File: src/rtl/sa_result_drain.sv
// Drain stage for the systolic array: captures per-row result vectors into a small
// vector FIFO and serializes the valid lanes onto a single valid/ready word stream.
module sa_result_drain #(
  parameter int unsigned ROWS  = 8,
  parameter int unsigned DW    = 32,
  parameter int unsigned DEPTH = 4
) (
  input  logic                      clk,
  input  logic                      rstn,
  input  logic [DW-1:0]             routport [ROWS],
  input  logic [ROWS-1:0]           rvalidport,
  output logic                      outread,
  output logic [DW-1:0]             m_data,
  output logic [$clog2(ROWS)-1:0]   m_lane,
  output logic                      m_last,
  output logic                      m_valid,
  input  logic                      m_ready,
  output logic [$clog2(DEPTH):0]    count,
  output logic                      full
);

  localparam int unsigned LW = $clog2(ROWS);
  localparam int unsigned PW = $clog2(DEPTH);
  localparam int unsigned CW = PW + 1;

  typedef enum logic [0:0] {IDLE, STREAM} state_t;

  state_t          state, state_n;
  logic [DW-1:0]   data_mem [DEPTH][ROWS];
  logic [ROWS-1:0] mask_mem [DEPTH];
  logic [PW-1:0]   wptr, rptr;
  logic [CW-1:0]   count_n;

  logic            capture, pop, load, advance, clear;
  logic [PW-1:0]   load_idx;
  logic [ROWS-1:0] head_mask, ld_mask, adv_rem;
  logic [LW-1:0]   ld_lane, adv_lane;
  logic            ld_last, adv_last;

  // Index of the lowest set bit; zero when none is set.
  function automatic logic [LW-1:0] lowest_set(input logic [ROWS-1:0] v);
    logic [LW-1:0] r;
    r = '0;
    for (int i = ROWS - 1; i >= 0; i--) begin
      if (v[i]) r = LW'(i);
    end
    return r;
  endfunction

  // Mask of all lane positions strictly above the given lane.
  function automatic logic [ROWS-1:0] above(input logic [LW-1:0] lane);
    logic [ROWS-1:0] m;
    m = '0;
    for (int i = 0; i < ROWS; i++) begin
      m[i] = (i > int'(lane));
    end
    return m;
  endfunction

  // Capture decision uses the registered full flag, so a same-edge pop never admits a write.
  assign capture = rstn && (|rvalidport) && !full;
  assign outread = capture;
  assign count_n = count + CW'(capture) - CW'(pop);

  // Vector storage; occupancy is tracked by count, so the array itself needs no reset.
  always_ff @(posedge clk) begin
    if (capture) begin
      mask_mem[wptr] <= rvalidport;
      for (int i = 0; i < ROWS; i++) begin
        data_mem[wptr][i] <= routport[i];
      end
    end
  end

  // Next-state and control decode.
  always_comb begin
    state_n  = state;
    load     = 1'b0;
    load_idx = rptr;
    advance  = 1'b0;
    pop      = 1'b0;
    clear    = 1'b0;
    case (state)
      IDLE: begin
        if (count != '0) begin
          load    = 1'b1;
          state_n = STREAM;
        end
      end
      STREAM: begin
        if (m_valid && m_ready) begin
          if (m_last) begin
            pop = 1'b1;
            if (count >= CW'(2)) begin
              load     = 1'b1;
              load_idx = rptr + PW'(1);
            end else begin
              clear   = 1'b1;
              state_n = IDLE;
            end
          end else begin
            advance = 1'b1;
          end
        end
      end
      default: state_n = IDLE;
    endcase
  end

  // Lane selection for a fresh entry and for stepping within the head entry.
  always_comb begin
    head_mask = mask_mem[rptr];
    ld_mask   = mask_mem[load_idx];
    ld_lane   = lowest_set(ld_mask);
    ld_last   = ~|(ld_mask & above(ld_lane));
    adv_rem   = head_mask & above(m_lane);
    adv_lane  = lowest_set(adv_rem);
    adv_last  = ~|(head_mask & above(adv_lane));
  end

  always_ff @(posedge clk or negedge rstn) begin
    if (!rstn) begin
      state   <= IDLE;
      wptr    <= '0;
      rptr    <= '0;
      count   <= '0;
      full    <= 1'b0;
      m_valid <= 1'b0;
      m_data  <= '0;
      m_lane  <= '0;
      m_last  <= 1'b0;
    end else begin
      state <= state_n;
      count <= count_n;
      full  <= (count_n == CW'(DEPTH));
      if (capture) wptr <= wptr + PW'(1);
      if (pop)     rptr <= rptr + PW'(1);
      if (load) begin
        m_valid <= 1'b1;
        m_lane  <= ld_lane;
        m_data  <= data_mem[load_idx][ld_lane];
        m_last  <= ld_last;
      end else if (advance) begin
        m_lane  <= adv_lane;
        m_data  <= data_mem[rptr][adv_lane];
        m_last  <= adv_last;
      end else if (clear) begin
        m_valid <= 1'b0;
      end
    end
  end

endmodule

File: config.mk
export PLATFORM = sky130hd
export DESIGN_NAME = sa_result_drain
export DESIGN_NICKNAME = d
export VERILOG_FILES = /design/src/rtl/sa_result_drain.sv
export SDC_FILE = /design/constraint.sdc
export NUM_CORES = 2
export LEC_CHECK = 0
export CORE_UTILIZATION = 40
export DETAILED_ROUTE_END_ITERATION = 16
export GPL_TIMING_DRIVEN = 0
export PLACE_DENSITY = 0.58
export SLEW_MARGIN = 10
export SYNTH_ARGS = -nofsm -noshare
export SYNTH_HDL_FRONTEND = slang
export SYNTH_SLANG_ARGS = --single-unit
File: constraint.sdc
create_clock -name clk -period 15.3 [get_ports clk]
set_input_delay 1.53 -clock clk [delete_from_list [all_inputs] [get_ports clk]]
set_output_delay 1.53 -clock clk [all_outputs]
set_load 0.01 [all_outputs]
# After elaboration in Yosys (flattened, before gate mapping)
# Memories as Yosys holds them, arrays and structs flattened.
# Cells that the tools add are included.
[totals]
ramBits = 1056
mem_count = 2
reg_bits = 46
inputBits = 267
[memory_table]
columns = ["name", "words", "width", "read_ports", "rd_clocked_by_memory_dff", "write_ports", "line_no", "source"]
rows = [
  ["data_mem", 4, 256, 2, 0, 1, "29", "logic [DW-1:0] data_mem [DEPTH][ROWS];"],
  ["mask_mem", 4, 8, 2, 0, 1, "30", "logic [ROWS-1:0] mask_mem [DEPTH];"],
]
[classes]
mux = 55
bitwise = 6
addsub = 4
n_eq_ne = 2
reduce_logical = 13
magnitude_cmp = 24
[ops]
columns = ["op", "n"]
rows = [
  ["32-bit binary-select mux with 3-bit select", 2],
  ["32-bit 2-to-1 mux", 6],
  ["3-bit 2-to-1 mux", 18],
  ["3-bit > comparator (first input constant)", 12],
  ["8-bit AND", 3],
  ["8-bit OR reduction", 3],
  ["1-bit 2-to-1 mux", 23],
  ["2-bit by 3-bit > comparator with 1-bit output (first input constant)", 6],
  ["1-bit by 3-bit > comparator with 1-bit output (first input constant)", 3],
  ["4-bit >= comparator (second input constant)", 2],
  ["2-bit 2-to-1 mux", 4],
  ["3-bit NOT with 4-bit output", 2],
  ["2-bit by 1-bit adder with 2-bit output (second input constant)", 2],
  ["1-bit case mux with 2 select lines", 2],
  ["2-bit nonzero test", 2],
  ["3-bit by 1-bit adder with 3-bit output", 1],
  ["3-bit equality test (second input constant)", 1],
  ["3-bit by 2-bit >= comparator with 1-bit output (second input constant)", 1],
  ["1-bit logical AND", 3],
  ["1-bit logical NOT", 3],
  ["3-bit nonzero test", 1],
  ["3-bit by 1-bit subtractor with 3-bit output", 1],
  ["2-bit != test (second input constant)", 1],
  ["2-bit AND reduction", 1],
  ["1-bit NOT", 1],
]

# Longest topological paths before layout
# An unclocked memory read counts as a cell.
[logic_depth]
depth_word = 19
mapped_depth = 16

# Least setup slack after synthesis
# No wires, ideal clock.
[synth_path]
path_kind = "input to register"
from = "input rvalidport[2]"
to = "memory data_mem[0][0] in the netlist's numbering, enable pin"
setup_time_ns = 0.659
cell_stages = 3
path_buffers = 0
arrival_time_ns = 8.129
setup_slack_ns = 6.512
path_cell_list = "nor4_1 -> a21oi_1 -> and2_1"
[synth_via]
elab_chain_len = 5
[synth_rtl]
columns = ["element", "line_no", "source"]
rows = [
  ["start: declaration", "11", "input logic [ROWS-1:0] rvalidport,"],
  ["8-bit OR reduction", "61", "assign capture = rstn && (|rvalidport) && !full;"],
  ["1-bit logical AND (2 in a row)", "61", ""],
  ["net outread", "12", "output logic outread,"],
  ["1-bit 2-to-1 mux", "67", "if (capture) begin"],
  ["1-bit 2-to-1 mux (implied by the code)", "70", "data_mem[wptr][i] <= routport[i];"],
  ["end: declaration", "29", ""],
]
# The timed path passes the listed nets, and every way through them passes these cells.

# Final worst setup path
[layout_path]
from = "input m_ready"
to = "register m_data[13]"
[layout_via]
elab_chain_len = 17
elab_cells_between_ends = 23
cone_classes = "18 x mux; 1 x bitwise; 2 x reduce/logical; 2 x memory"
[layout_rtl]
columns = ["element", "line_no", "source"]
rows = [
  ["start: declaration", "17", "input logic m_ready,"],
  ["1-bit logical AND (*)", "91", "if (m_valid && m_ready) begin"],
  ["2-bit 2-to-1 mux", "91", ""],
  ["2-bit 2-to-1 mux", "83", "case (state)"],
  ["memory 4 x 8 bit", "n/a", ""],
  ["3-bit 2-to-1 mux (8 in a row)", "45", "if (v[i]) r = LW'(i);"],
  ["3-bit NOT with 4-bit output (implied by the code)", "141", "m_data <= data_mem[load_idx][ld_lane];"],
  ["32-bit binary-select mux with 3-bit select", "141", ""],
  ["32-bit 2-to-1 mux (implied by the code) (2 in a row)", "141", ""],
  ["32-bit 2-to-1 mux", "138", "if (load) begin"],
  ["end signal: assignment", "141", ""],
  ["end signal: assignment", "145", "m_data <= data_mem[rptr][adv_lane];"],
  ["end: declaration", "13", "output logic [DW-1:0] m_data,"],
]
# Mark *: on every way between the ends. The rest lies on a longest branch, timed or not. The select of a mux whose other input is x is not followed.
# A chain may end at the register's enable or synchronous reset.

==> summary.md <==
| Metric | Value |
|---|---|
| Worst Setup SP | m_ready |
| Number of setup violations in the final report | 0 |
| Die outline height | 360 um |
| Setup repair after global routing missed its margin | false |
| Result of the run | complete, no violations |
| Slew Viols, Final | 0 |
| Overall die area | 0.130 mm^2 |
| Relative max-transition margin | 2.38% |
| Gate Count Post-Synth | 2764 |
| Post-CTS Setup Bufs | 0 |
| Die extent in x | 360 um |
| Mapped Area | 0.0512 mm^2 |
| Count of max-cap constraint violations | 0 |
| Portion of the post-synthesis area used by sequential elements | 64.1% |
| Initial Utilization | 40.6% |
| Count of final hold-check violations | 0 |
| Relative area change from synthesis to final layout | 19.2% |
| Post-detailed-route DRC marker count | 0 |
| Maximum clock frequency | 0.165 GHz |
| Wire length of the first global-routing pass | 252000 um |
| Adder-cell share of the synthesized area | 0.210% |
| Clock root cell | clkbuf_16 |
| Complex-gate fraction of the synthesized area | 4.86% |
| Data required, critical path | 15930 ps |
| Hold buffer count at cts | 0 |
| Clock tree from TritonCTS | done |
| Fraction of final layout cells sized beyond drive strength 1 | 26.5% |
| Maximum single-stage delay on the critical path | 920 ps |
| Post-route standard cell area excluding fillers | 0.0611 mm^2 |
| Total congestion overflow | 0 |
| Ordered cell list for the critical path | clkdlybuf4s50_1 -> nand4_1 -> inv_1 -> nand2_1 -> a21o_1 -> xnor2_1 -> buf_2 -> buf_2 -> buf_2 -> mux4_2 -> a211oi_1 -> a311o_1 -> nand3_1 |
| Gp weighted congestion | 0.884 |
| Mean instance size in the synthesized netlist | 18.5 um^2 |
| Worst path setup slack after routing | 9250 ps |
| Detailed-route via count | 32800 |
| Cell area power density | 141 mW/mm^2 |
| Number of resized instances in the post-cts repair step | 0 |
| Critical path capture point | m_data[13] |
| Kind of critical path | input pin to flip-flop |
| Routed WL | 183000 um |
| Number of nets in the layout | 3495 |
| Syn_nets | 3039 |
| Power consumption | 8.59 mW |
| Share of synthesized cell area in and, or, nand and nor gates | 4.44% |
| Post-detailed-placement cell area | 0.0571 mm^2 |
| Total CTS buffers | 119 |
| Min Tclk post-route | 6050 ps |
| Number of rows created at floorplan | 130 |
| Final hold slack | 536 ps |
| Longest Clk Path Bufs | 3 |
| Post-synth cell types | 68 |
| ANT nets after route | 0 |
| Via count of the first global-routing pass | 32900 |
| Count of H-tree levels built during CTS | 3 |
| Maximum VDD drop | 0.0962 mV |
| EDFF count, synth | 1056 |
| Launch instance of the worst register-to-register path | rptr[0] |
| Static Leakage | 19.9 nW |
| Predominant post-synthesis flop cell | edfxtp_1 |
| Antenna violations before repair | 38 |
| Sinks on the clock net | 1102 |
| Part of the cycle the worst path needs | 39.5% |
| Endpoint of the worst register-to-register path | m_data[13] |
| Number of cells on the worst reg-to-reg path | 14 |
| Post-Place Worst Slack | 8390 ps |
| I/O pin count | 309 |
| Area of the core region | 0.126 mm^2 |
| Maximum fanout encountered on the critical timing path | 10 |
| Critical Path End Type | flip-flop |
| Global-route usage over all layers | 27.9% |
| Number of warning messages in the yosys log | 0 |
| Post-Synth XOR/XNOR Area | 0.149% |
| Largest family of logic cells by synthesized area | multiplexers |
| Reg clk slew, reported paths | 60 ps |
| Post-synthesis mux area share | 24.2% |
| Flip-flop and latch count after synthesis | 1102 |
| Pin count of the biggest net entering global routing | 47 |
| Async set or reset register ratio after synthesis | 4.17% |
| Drt wl/cell | 36.7 um |
| PortBufs | 308 |
| Hold Path Class | flip-flop to flip-flop |
| Number of DRC violations after detailed-routing iteration 0 | 4522 |
| FF-to-FF setup slack | 9760 ps |
| Crit path DAT | 6670 ps |
| Number of vias per cell | 6.57 |
| Setup Skew | 45.8 ps |
| Worst-margin pin slew | 1450 ps |
| Slowest cell on the critical path | a211oi_1 |
| Router iterations before antenna repair | 5 |
| Detailed placer's ending HPWL | 129000 um |
| Startpoint class of the critical path | input pin |
| Source-to-sink clock delay at the later pin of the worst-skew pair | 770 ps |
| Critical Path Most Common Cell | buf_2 |
-- cell families (layout without fill, tap and decap cells) --
kind of cell	after synthesis	count (layout)
fa+ha+maj	8	8
simple gates	501	501
buf+inv	228	787
compound gates	334	334
other cells	0	16
xor+xnor	7	7
flops	1102	1102
mux	584	584
-- how the worst min path moves through the flow --
stage | from | end | slack [ps] | cells past startpoint
floorplan | state | state | 530 | 2
global placement | m_valid | m_valid | 530 | 2
detailed placement | m_valid | m_valid | 520 | 2
CTS | m_valid | m_valid | 540 | 2
global route | m_valid | m_valid | 570 | 2
finish | m_valid | m_valid | 540 | 2
-- area by class of cell --
| cell class | instances | area (um^2) |
|---|---|---|
| diodes | 16 | 40.0 |
| plain buffers | 212 | 1000 |
| clock buffers | 156 | 3240 |
| clock inverters | 68 | 707 |
| fillers | 10500 | 65300 |
| inverters | 16 | 60.1 |
| multi-input cells | 1434 | 17400 |
| flip-flops and latches | 1102 | 32900 |
| well taps | 1650 | 2060 |
| repair buffers | 335 | 3780 |
-- routing by layer --
layer	wire [um]	GRT usage, %	vias to the layer above
li1	-	-	12700
met1	66700	35.7	17300
met2	86800	44.2	2353
met3	21900	8.87	405
met4	7580	11.2	34
met5	228	0	-
-- stage by stage --
step           utilization [%]  std cells  TNS (ps)
4_1_cts                   48.3       4973         0
5_1_grt                   48.3       4979         0
3_3_place_gp              44.6       4722  -2666790
6_report                  48.4       4989         0
3_5_place_dp              45.2       4749         0
2_1_floorplan                -       2764         0
-- worst max-delay path, delay by kind of cell --
family                 cells  cell delay (ps)
buffers and inverters      5             2070
AO/OA/AOI/OAI              3             1430
AND/OR/NAND/NOR            3              620
XOR/XNOR                   1              560
multiplexers               1              430
-- power breakdown --
group / switching, mW / internal, mW / total, mW
Sequential: 0.205 / 3.90 / 4.11
Combinational: 0.989 / 0.595 / 1.58
Clock: 1.23 / 1.67 / 2.90
Total: 2.43 / 6.17 / 8.59
-- cells in the final DEF (no fill, tap or decap), types with 51 or more instances in the layout --
master and instances:
nand2_1 294, mux4_2 521, edfxtp_1 1056, a211oi_1 68
clkbuf_1 97, nand3_1 51, clkdlybuf4s50_1 307, clkbuf_16 119
buf_2 97, a21oi_1 66
-- Yosys cell counts, types with 11 or more instances --
cell / instances / area [um^2]
clkbuf_1: 79 / 297
nand3_1: 51 / 255
o211ai_1: 12 / 90.1
a31oi_1: 20 / 125
and2_1: 47 / 294
dfrtp_1: 46 / 1150
nor2_1: 26 / 97.6
inv_1: 16 / 60.1
a211oi_1: 68 / 510
buf_1: 26 / 97.6
mux2_2: 20 / 225
nand2_1: 294 / 1100
and2_0: 28 / 175
edfxtp_1: 1056 / 31700
or3_1: 15 / 93.8
mux2i_1: 40 / 400
o21ai_0: 27 / 135
buf_4: 11 / 82.6
a311oi_1: 29 / 254
a21oi_1: 66 / 330
a22oi_1: 11 / 82.6
a311o_1: 36 / 360
mux4_2: 521 / 11700
buf_2: 92 / 460
-- sequential cells by signal, indices dropped and copies added (netlist names) --
| name | count |
|---|---|
| wptr | 2 |
| data_mem | 1024 |
| m_lane | 3 |
| m_data | 32 |
| full | 1 |
| rptr | 2 |
| m_last | 1 |
| count | 3 |
| mask_mem | 32 |
| m_valid | 1 |
| state | 1 |
Power figures use the tool's default switching activity.
